===== src/rtl/neuron_acc_pkg.sv =====
// ---------------------------------------------------------------------------
// neuron_acc_pkg
// Shared definitions for the Q8.8 neuron pipeline (mult, accumulator and the
// later neuron stages): data format constants, saturation limits and the
// accumulator FSM state type.
// ---------------------------------------------------------------------------
package neuron_acc_pkg;

  // Q8.8 data format: 16-bit two's complement, 8 fractional bits
  localparam int DATA_W = 16;
  localparam int FRAC_W = 8;
  localparam int CNT_W  = 8;

  // Largest positive and most negative representable Q8.8 values
  localparam logic [DATA_W-1:0] Q_MAX = 16'h7FFF;
  localparam logic [DATA_W-1:0] Q_MIN = 16'h8000;

  // IDLE: no group open, ACC: group open, HOLD: result waiting for downstream
  typedef enum logic [1:0] {
    ST_IDLE = 2'd0,
    ST_ACC  = 2'd1,
    ST_HOLD = 2'd2
  } acc_state_t;

  // Beat counter increment that sticks at its maximum instead of wrapping
  function automatic logic [CNT_W-1:0] cnt_sat_inc(input logic [CNT_W-1:0] c);
    if (c == {CNT_W{1'b1}}) begin
      return c;
    end
    return c + 1'b1;
  endfunction

endpackage


===== src/rtl/neuron_acc_q88_sat.sv =====
// ---------------------------------------------------------------------------
// q88_sat
// Combinational conversion of a wide signed accumulator value to Q8.8:
// clamps to [0x8000, 0x7FFF], then optionally applies ReLU.
//
// Ports
//   acc      : signed accumulator value, ACC_W bits (ACC_W must exceed 16)
//   relu_en  : 1 = negative results become 0x0000
//   q        : 16-bit Q8.8 result
// ---------------------------------------------------------------------------
module q88_sat
  import neuron_acc_pkg::*;
#(
  parameter int ACC_W = 24
) (
  input  logic signed [ACC_W-1:0]  acc,
  input  logic                     relu_en,
  output logic        [DATA_W-1:0] q
);

  // Q8.8 limits sign-extended to the accumulator width for signed compares
  localparam logic signed [ACC_W-1:0] ACC_HI = {{(ACC_W-DATA_W){1'b0}}, Q_MAX};
  localparam logic signed [ACC_W-1:0] ACC_LO = {{(ACC_W-DATA_W){1'b1}}, Q_MIN};

  // Clamp first, then ReLU on the clamped value
  always_comb begin
    q = acc[DATA_W-1:0];
    if (acc > ACC_HI) begin
      q = Q_MAX;
    end else if (acc < ACC_LO) begin
      q = Q_MIN;
    end
    if (relu_en && q[DATA_W-1]) begin
      q = '0;
    end
  end

endmodule


===== src/rtl/neuron_acc.sv =====
// ---------------------------------------------------------------------------
// neuron_acc
// Accumulates a group of signed Q8.8 product beats into a wide wrapping
// accumulator and reports the saturated (optionally ReLU'd) sum together with
// the beat count. One result is held at a time; input is stalled while the
// result waits for the downstream stage.
//
// Ports
//   clk        : clock, rising edge
//   reset      : asynchronous, active-low reset
//   clear      : synchronous abort of the open group / pending result
//   in_data    : signed Q8.8 beat
//   in_valid   : in_data valid
//   in_last    : final beat of the group
//   in_ready   : block can accept a beat (0 while a result is pending)
//   out_data   : registered Q8.8 neuron result
//   out_cnt    : registered beat count of the reported group (saturates 255)
//   out_valid  : out_data / out_cnt valid
//   out_ready  : downstream accepts the result
// ---------------------------------------------------------------------------
module neuron_acc
  import neuron_acc_pkg::*;
#(
  parameter int ACC_W = 24,
  parameter int RELU  = 1
) (
  input  logic              clk,
  input  logic              reset,
  input  logic              clear,
  input  logic [DATA_W-1:0] in_data,
  input  logic              in_valid,
  input  logic              in_last,
  output logic              in_ready,
  output logic [DATA_W-1:0] out_data,
  output logic [CNT_W-1:0]  out_cnt,
  output logic              out_valid,
  input  logic              out_ready
);

  acc_state_t               state;
  logic signed [ACC_W-1:0]  acc;
  logic        [CNT_W-1:0]  cnt;

  logic signed [ACC_W-1:0]  beat_ext;
  logic signed [ACC_W-1:0]  acc_next;
  logic        [CNT_W-1:0]  cnt_next;
  logic        [DATA_W-1:0] sat_q;
  logic                     accept;

  assign in_ready = (state != ST_HOLD);
  assign accept   = in_valid && in_ready;
  assign beat_ext = {{(ACC_W-DATA_W){in_data[DATA_W-1]}}, in_data};

  // The first beat of a group loads the accumulator; later beats add to it
  always_comb begin
    acc_next = beat_ext;
    cnt_next = {{(CNT_W-1){1'b0}}, 1'b1};
    if (state == ST_ACC) begin
      acc_next = acc + beat_ext;
      cnt_next = cnt_sat_inc(cnt);
    end
  end

  // Converting the post-beat sum lets the result register on the same edge
  // that accepts the last beat, giving one cycle of latency
  q88_sat #(
    .ACC_W (ACC_W)
  ) u_sat (
    .acc     (acc_next),
    .relu_en (RELU != 0),
    .q       (sat_q)
  );

  // clear outranks any beat or output handshake in the same cycle
  always_ff @(posedge clk or negedge reset) begin
    if (!reset) begin
      state     <= ST_IDLE;
      acc       <= '0;
      cnt       <= '0;
      out_data  <= '0;
      out_cnt   <= '0;
      out_valid <= 1'b0;
    end else if (clear) begin
      state     <= ST_IDLE;
      acc       <= '0;
      cnt       <= '0;
      out_valid <= 1'b0;
    end else begin
      case (state)
        ST_IDLE, ST_ACC: begin
          if (accept) begin
            acc <= acc_next;
            cnt <= cnt_next;
            if (in_last) begin
              state     <= ST_HOLD;
              out_data  <= sat_q;
              out_cnt   <= cnt_next;
              out_valid <= 1'b1;
            end else begin
              state <= ST_ACC;
            end
          end
        end
        ST_HOLD: begin
          if (out_ready) begin
            state     <= ST_IDLE;
            acc       <= '0;
            cnt       <= '0;
            out_valid <= 1'b0;
          end
        end
        default: begin
          state     <= ST_IDLE;
          out_valid <= 1'b0;
        end
      endcase
    end
  end

endmodule


===== config.mk =====
export PLATFORM = sky130hd
export DESIGN_NAME = neuron_acc
export DESIGN_NICKNAME = d
export VERILOG_FILES = /design/src/rtl/neuron_acc_pkg.sv /design/src/rtl/neuron_acc_q88_sat.sv /design/src/rtl/neuron_acc.sv
export SDC_FILE = /design/constraint.sdc
export NUM_CORES = 1
export LEC_CHECK = 0
export ABC_CLOCK_PERIOD_IN_PS = 2700
export BUFFER_PORTS_ARGS = -buffer_cell sky130_fd_sc_hd__buf_2
export CAP_MARGIN = 15
export CORE_UTILIZATION = 53
export DETAILED_ROUTE_END_ITERATION = 8
export PLACE_DENSITY = 0.77
export RECOVER_POWER = 25
export SYNTH_ARGS = -nofsm -noshare
export SYNTH_HDL_FRONTEND = slang
export SYNTH_SLANG_ARGS = --single-unit

===== constraint.sdc =====
create_clock -name clk -period 2.7 [get_ports clk]
set_clock_uncertainty 0.1 [all_clocks]
set_input_delay 0.135 -clock clk [delete_from_list [all_inputs] [get_ports clk]]
set_output_delay 0.135 -clock clk [all_outputs]
set_load 0.02 [all_outputs]

# After elaboration in Yosys (flattened, before gate mapping)
# Index checks and enable logic that the tools add are counted.
# word_totals
ff_bits,59
latchBits,0
ramBits,0
romBits,0
input_bits,22
word_cells,53
mem_count,0
# op_classes
addsub,2
multipliers,0
n_div,0
order_cmp,2
n_eq_ne,7
shifts,0
mux,27
bitwise,1
reduce_logical,8
# ops
operator,n
24-bit two-way mux,4
8-bit two-way mux,6
24-bit one-hot mux with 2 select lines,1
16-bit two-way mux,2
24-bit by 16-bit adder with 24-bit output,1
24-bit by 16-bit > comparator with 1-bit output (second input constant),1
24-bit by 16-bit < comparator with 1-bit output (second input constant),1
8-bit one-hot mux with 2 select lines,1
15-bit two-way mux,1
3-bit inequality test (second input constant),3
8-bit by 1-bit adder with 8-bit output (second input constant),1
8-bit equality test (second input constant),1
2-bit two-way mux,4
1-bit two-way mux,6
3-bit AND reduction,2
2-bit one-hot mux with 2 select lines,1
4-bit AND reduction,1
3-bit nonzero test,1
2-bit by 1-bit equality test with 1-bit output (second input constant),1
2-bit equality test (second input constant),1
2-bit logical NOT,1
2-bit inequality test (second input constant),1
1-bit one-hot mux with 2 select lines,1
2-bit AND reduction,1
3 further kinds,3

# Depth between registers and ports, before layout
# logic_depth
depth_word,8
ltp_mapped,13
depth_no_buf,12

# Modules after synthesis
# From an unflattened synthesis, not the netlist that was laid out.
# unflattened
hier_cells,494
hier_area_um2,4192.8
# by_module_without_submodules
module,n_inst,cells_per_inst,area_per_inst_um2,seq_area_each_um2
neuron_acc,1,453,3857.4,1476.4
q88_sat,1,41,335.3,0.0

# Worst setup path after synthesis
# No wires, ideal clock.
# synth_timing
path_kind,register to register
start,reg acc[0]
end,reg out_data[5]
arrival_time_ps,2659
required_ps,2475
slack_ps,-184
path_stages_with_launch,14
period_less_slack_ps,2884
cell_sequence,dfrtp_1 -> ha_1 -> inv_1 -> fa_1 -> nor2b_1 -> o31a_2 -> o211ai_2 -> a21oi_2 -> o21ai_0 -> mux2i_1 -> nand2b_4 -> nor4_4 -> buf_6 -> a22oi_2
# synth_between
elab_chain_cells,6
elab_cells_between_ends,7
cone_classes,1 x add/sub; 2 x order compare; 4 x mux
# synth_lines
item,line_no,source
"start, declared",neuron_acc.sv:41,logic signed [ACC_W-1:0] acc;
"start signal, assigned",neuron_acc.sv:92,acc <= acc_next;
24-bit by 16-bit adder with 24-bit output *,neuron_acc.sv:59,acc_next = acc + beat_ext;
24-bit two-way mux *,neuron_acc.sv:58,if (state == ST_ACC) begin
24-bit by 16-bit < comparator with 1-bit output,neuron_acc_q88_sat.sv:30,end else if (acc < ACC_LO) begin
16-bit two-way mux,neuron_acc_q88_sat.sv:30,
16-bit two-way mux *,neuron_acc_q88_sat.sv:28,if (acc > ACC_HI) begin
15-bit two-way mux *,neuron_acc_q88_sat.sv:33,if (relu_en && q[DATA_W-1]) begin
"end signal, assigned",neuron_acc.sv:96,out_data <= sat_q;
"end, declared",neuron_acc.sv:34,"output logic [DATA_W-1:0] out_data,"
# Mark *: on every way between the ends. The rest lies on a longest branch, timed or not.
# A chain may end at the register's enable or synchronous reset.

# Worst setup path after layout
# layout_timing
start,reg acc[0]
end,reg out_data[11]
# The elaborated chain is that of the path after synthesis.

==> metrics <==
Diodes inserted 0; Final HPWL DP 7760 microns; syn_nets between 500 and 600; sw frac 0.345; Clock Pin Slew Worst Setup and Hold Paths roughly 0.08 ns; Post-layout nets a little over 600; # setup viols final 18; cells after synthesis 462; ys flop type dfrtp_1; CTS Buf Count 9; critical-path maximum fanout 8; DP Cell Count 637; Max Clock Freq 326 MHz; Synth cell types between 50 and 60; Antenna Nets Post-Route 0; Post-Layout Cell Count 668; post-route cell area 5250 sq um; leakage 2.56 nW; CP max stage delay 0.39 ns; placed cell area roughly 4700 sq um; core area 7290 sq um; clk root buf clkbuf_8; RSZ-0062 raised after global routing true; Max Buffers Root-to-Sink 2; Die H 89.2 microns; clock power share 0.317; grt ovf 0; layout cells sized above 1 0.318; Top-Level Pins 48; vias in the first global route 3917; cell breakdown of the critical path ha_2 -> inv_2 -> fa_2 -> nor2b_2 -> o31a_2 -> o211ai_2 -> a21oi_2 -> o21ai_1 -> mux2i_1 -> o211ai_1 -> nor4_4 -> buf_6 -> buf_12 -> a22oi_1; Crit. End Element flip-flop; worst endpoint required time approximately 2.8 ns; Synth Cell Area 4030 sq um; Worst-Margin Slew between 1.5 and 2 ns; CP Data Arrival Time 3.20 ns; routed vias/inst between 6 and 7; total track usage 0.313; Hold Violations, Final 0; Syn Area/Cell 8.73 sq um; total of max-cap violations 1; Psw 978 uW; Power Total 2.83 mW; Die Span X approximately 89 microns; failing checks capacitance limit, slew limit, setup timing; largest net degree at the start of global routing 34; setup TNS -5.31 ns; Int Pwr about 1.9 mW; Hold WS 0.0277 ns; Worst R2R Setup Slack -0.37 ns; Seq/Total Area, Yosys 0.360; Setup CP Type reg2reg; final worst-path setup slack -0.372 ns; top cells by count, synth 86 x nand2_1, 58 x dfrtp_1, 39 x a21oi_1; area share of the largest cell type after synthesis 0.360; Util after Layout 0.719; Final period util 1.14; CP startpoint kind flip-flop; DRT Pass-1 Iters 5; post-DR wirelength/cell 18.6 microns; I/O Buffers 46; DRC 0; Seq cells post-synth 58; first-pass GRT wire length around 19000 microns; Syn-to-layout area delta 30.1%; clock latency at the later pin of the worst-skew pair 0.36 ns; CTS Sinks 58; fin. max-slew vios 34; worst vdd ir about 320 uV; HP Class in2reg; CTS tree done; dominant cell type by area after synthesis dfrtp_1; gpl congestion 0.917; Vias 4182; EDFF count, synth 0; count leader, synth nand2_1; H-tree depth 3; initial antenna violation count 0; initial core utilization 0.553; Post-Place Worst Slack -0.277 ns; filler cell count 559; Synth area leaders dfrtp_1 36%, nand2_1 8.0%, ha_1 7.4%; initial drt markers 306; PwrDens 540 nW/um^2; DRT Wirelength roughly 12000 microns; Sequential Power Share 0.354; Synth Warn # 0; Logic pwr share 0.329; Post-synth ARST share 1.00; crit path time final 3.07 ns; CP max-delay cell dfrtp_1; status finished, violations left; relative slew slack -0.185; die area 7960 sq um; cell row count 31
[metal layers]
layer	part of all wire	GRT usage	wire [microns]	up-vias
li1	-	-	-	1890
met1	0.39	0.365	4830	1965
met2	0.48	0.527	6000	249
met3	0.064	0.0600	802	78
met4	0.065	0.205	811	0
met5	0	0	0	-
[path summary, 6_finish.rpt]
path | from | endpoint | cells past startpoint
worst max-delay path | acc[0]$_DFFE_PN0P_ | out_data[11]$_DFFE_PN0P_ | 14
worst min-delay path | out_ready | state[1]$_DFFE_PN0P_ | 4
worst max register to register | acc[0]$_DFFE_PN0P_ | out_data[11]$_DFFE_PN0P_ | 14
worst min register to register | out_cnt[4]$_DFFE_PN0P_ | out_cnt[4]$_DFFE_PN0P_ | 2
max in group asynchronous | reset | acc[21]$_DFFE_PN0P_ | 3
min in group asynchronous | reset | acc[17]$_DFFE_PN0P_ | 2
[critical path, delay by kind of cell (launching register included)]
| kind | cells | cell delay, ns |
|---|---|---|
| DFF | 1 | 0.39 |
| adders and majority gates | 2 | 0.41 |
| muxes | 1 | 0.28 |
| buffers and inverters | 3 | 0.36 |
| and+or+nand+nor | 2 | 0.37 |
| AOI/OAI and AO/OA | 6 | 1.01 |
[power by group through the flow]
stage | sequential (mW) | clock [mW] | combinational [mW]
after floorplan | 1.07 | 0 | 0.464
after global placement | 1.01 | 0 | 0.798
after detailed placement | 1.01 | 0 | 0.822
after CTS | 0.997 | 0.897 | 0.859
after global routing | 1.01 | 0.944 | 1.00
final | 1.00 | 0.898 | 0.934
[final cells by class]
class	count	area [sq um]	area share
multi-input cells	374	2630	0.501
clock inverters	6	82.6	0.0157
repair buffers	116	812	0.155
flip-flops and latches	58	1450	0.277
well taps	99	124	0.0236
clock buffers	9	124	0.0236
inverters	6	22.5	0.00429
[flip-flops by register name (all words and copies together), names as in the netlist]
register,cells
out_cnt,8
cnt,8
acc,24
out_valid,1
state,2
out_data,15
[cells in the final DEF (no fill, tap or decap), types with 3 or more instances in the layout]
cell / count
a21o_1: 13
a21oi_1: 37
a21oi_2: 6
a22o_1: 19
a22oi_1: 5
a22oi_2: 10
and2_1: 4
buf_2: 44
buf_4: 62
clkbuf_8: 9
clkinv_2: 3
dfrtp_1: 58
dlygate4sd3_1: 4
ha_1: 15
ha_2: 3
ha_4: 6
inv_1: 5
mux2i_1: 4
nand2_1: 85
nand2b_1: 7
nand3_1: 12
nand4_1: 6
nor2_1: 24
nor2b_1: 3
nor3_1: 4
o2111ai_1: 3
o211ai_1: 3
o21ai_0: 29
o21ai_1: 9
o31ai_1: 5
xnor2_1: 10
xor2_1: 8
[kinds of logic (layout without fill, tap and decap cells)]
| family | Yosys count | after routing | synth area share |
|---|---|---|---|
| DFF | 58 | 58 | 0.360 |
| and+or+nand+nor | 162 | 162 | 0.187 |
| xor gates and xnor gates | 19 | 19 | 0.0413 |
| adders and majority gates | 25 | 25 | 0.0795 |
| buffers and inverters | 30 | 137 | 0.0366 |
| other | 1 | 1 | 0.000930 |
| muxes | 5 | 5 | 0.0127 |
| AOI/OAI and AO/OA | 162 | 162 | 0.282 |
[timing repair]
item                                    4_1_cts  5_1_grt
resized for setup                            13       25
hold buffers                                  4        0
cloned                                        1        0
endpoints found under the hold margin        33        0
endpoints found under the setup margin       18       23
buffers inserted                              5        6
pin swaps                                     9       11
(Power assumes the default switching activity.)
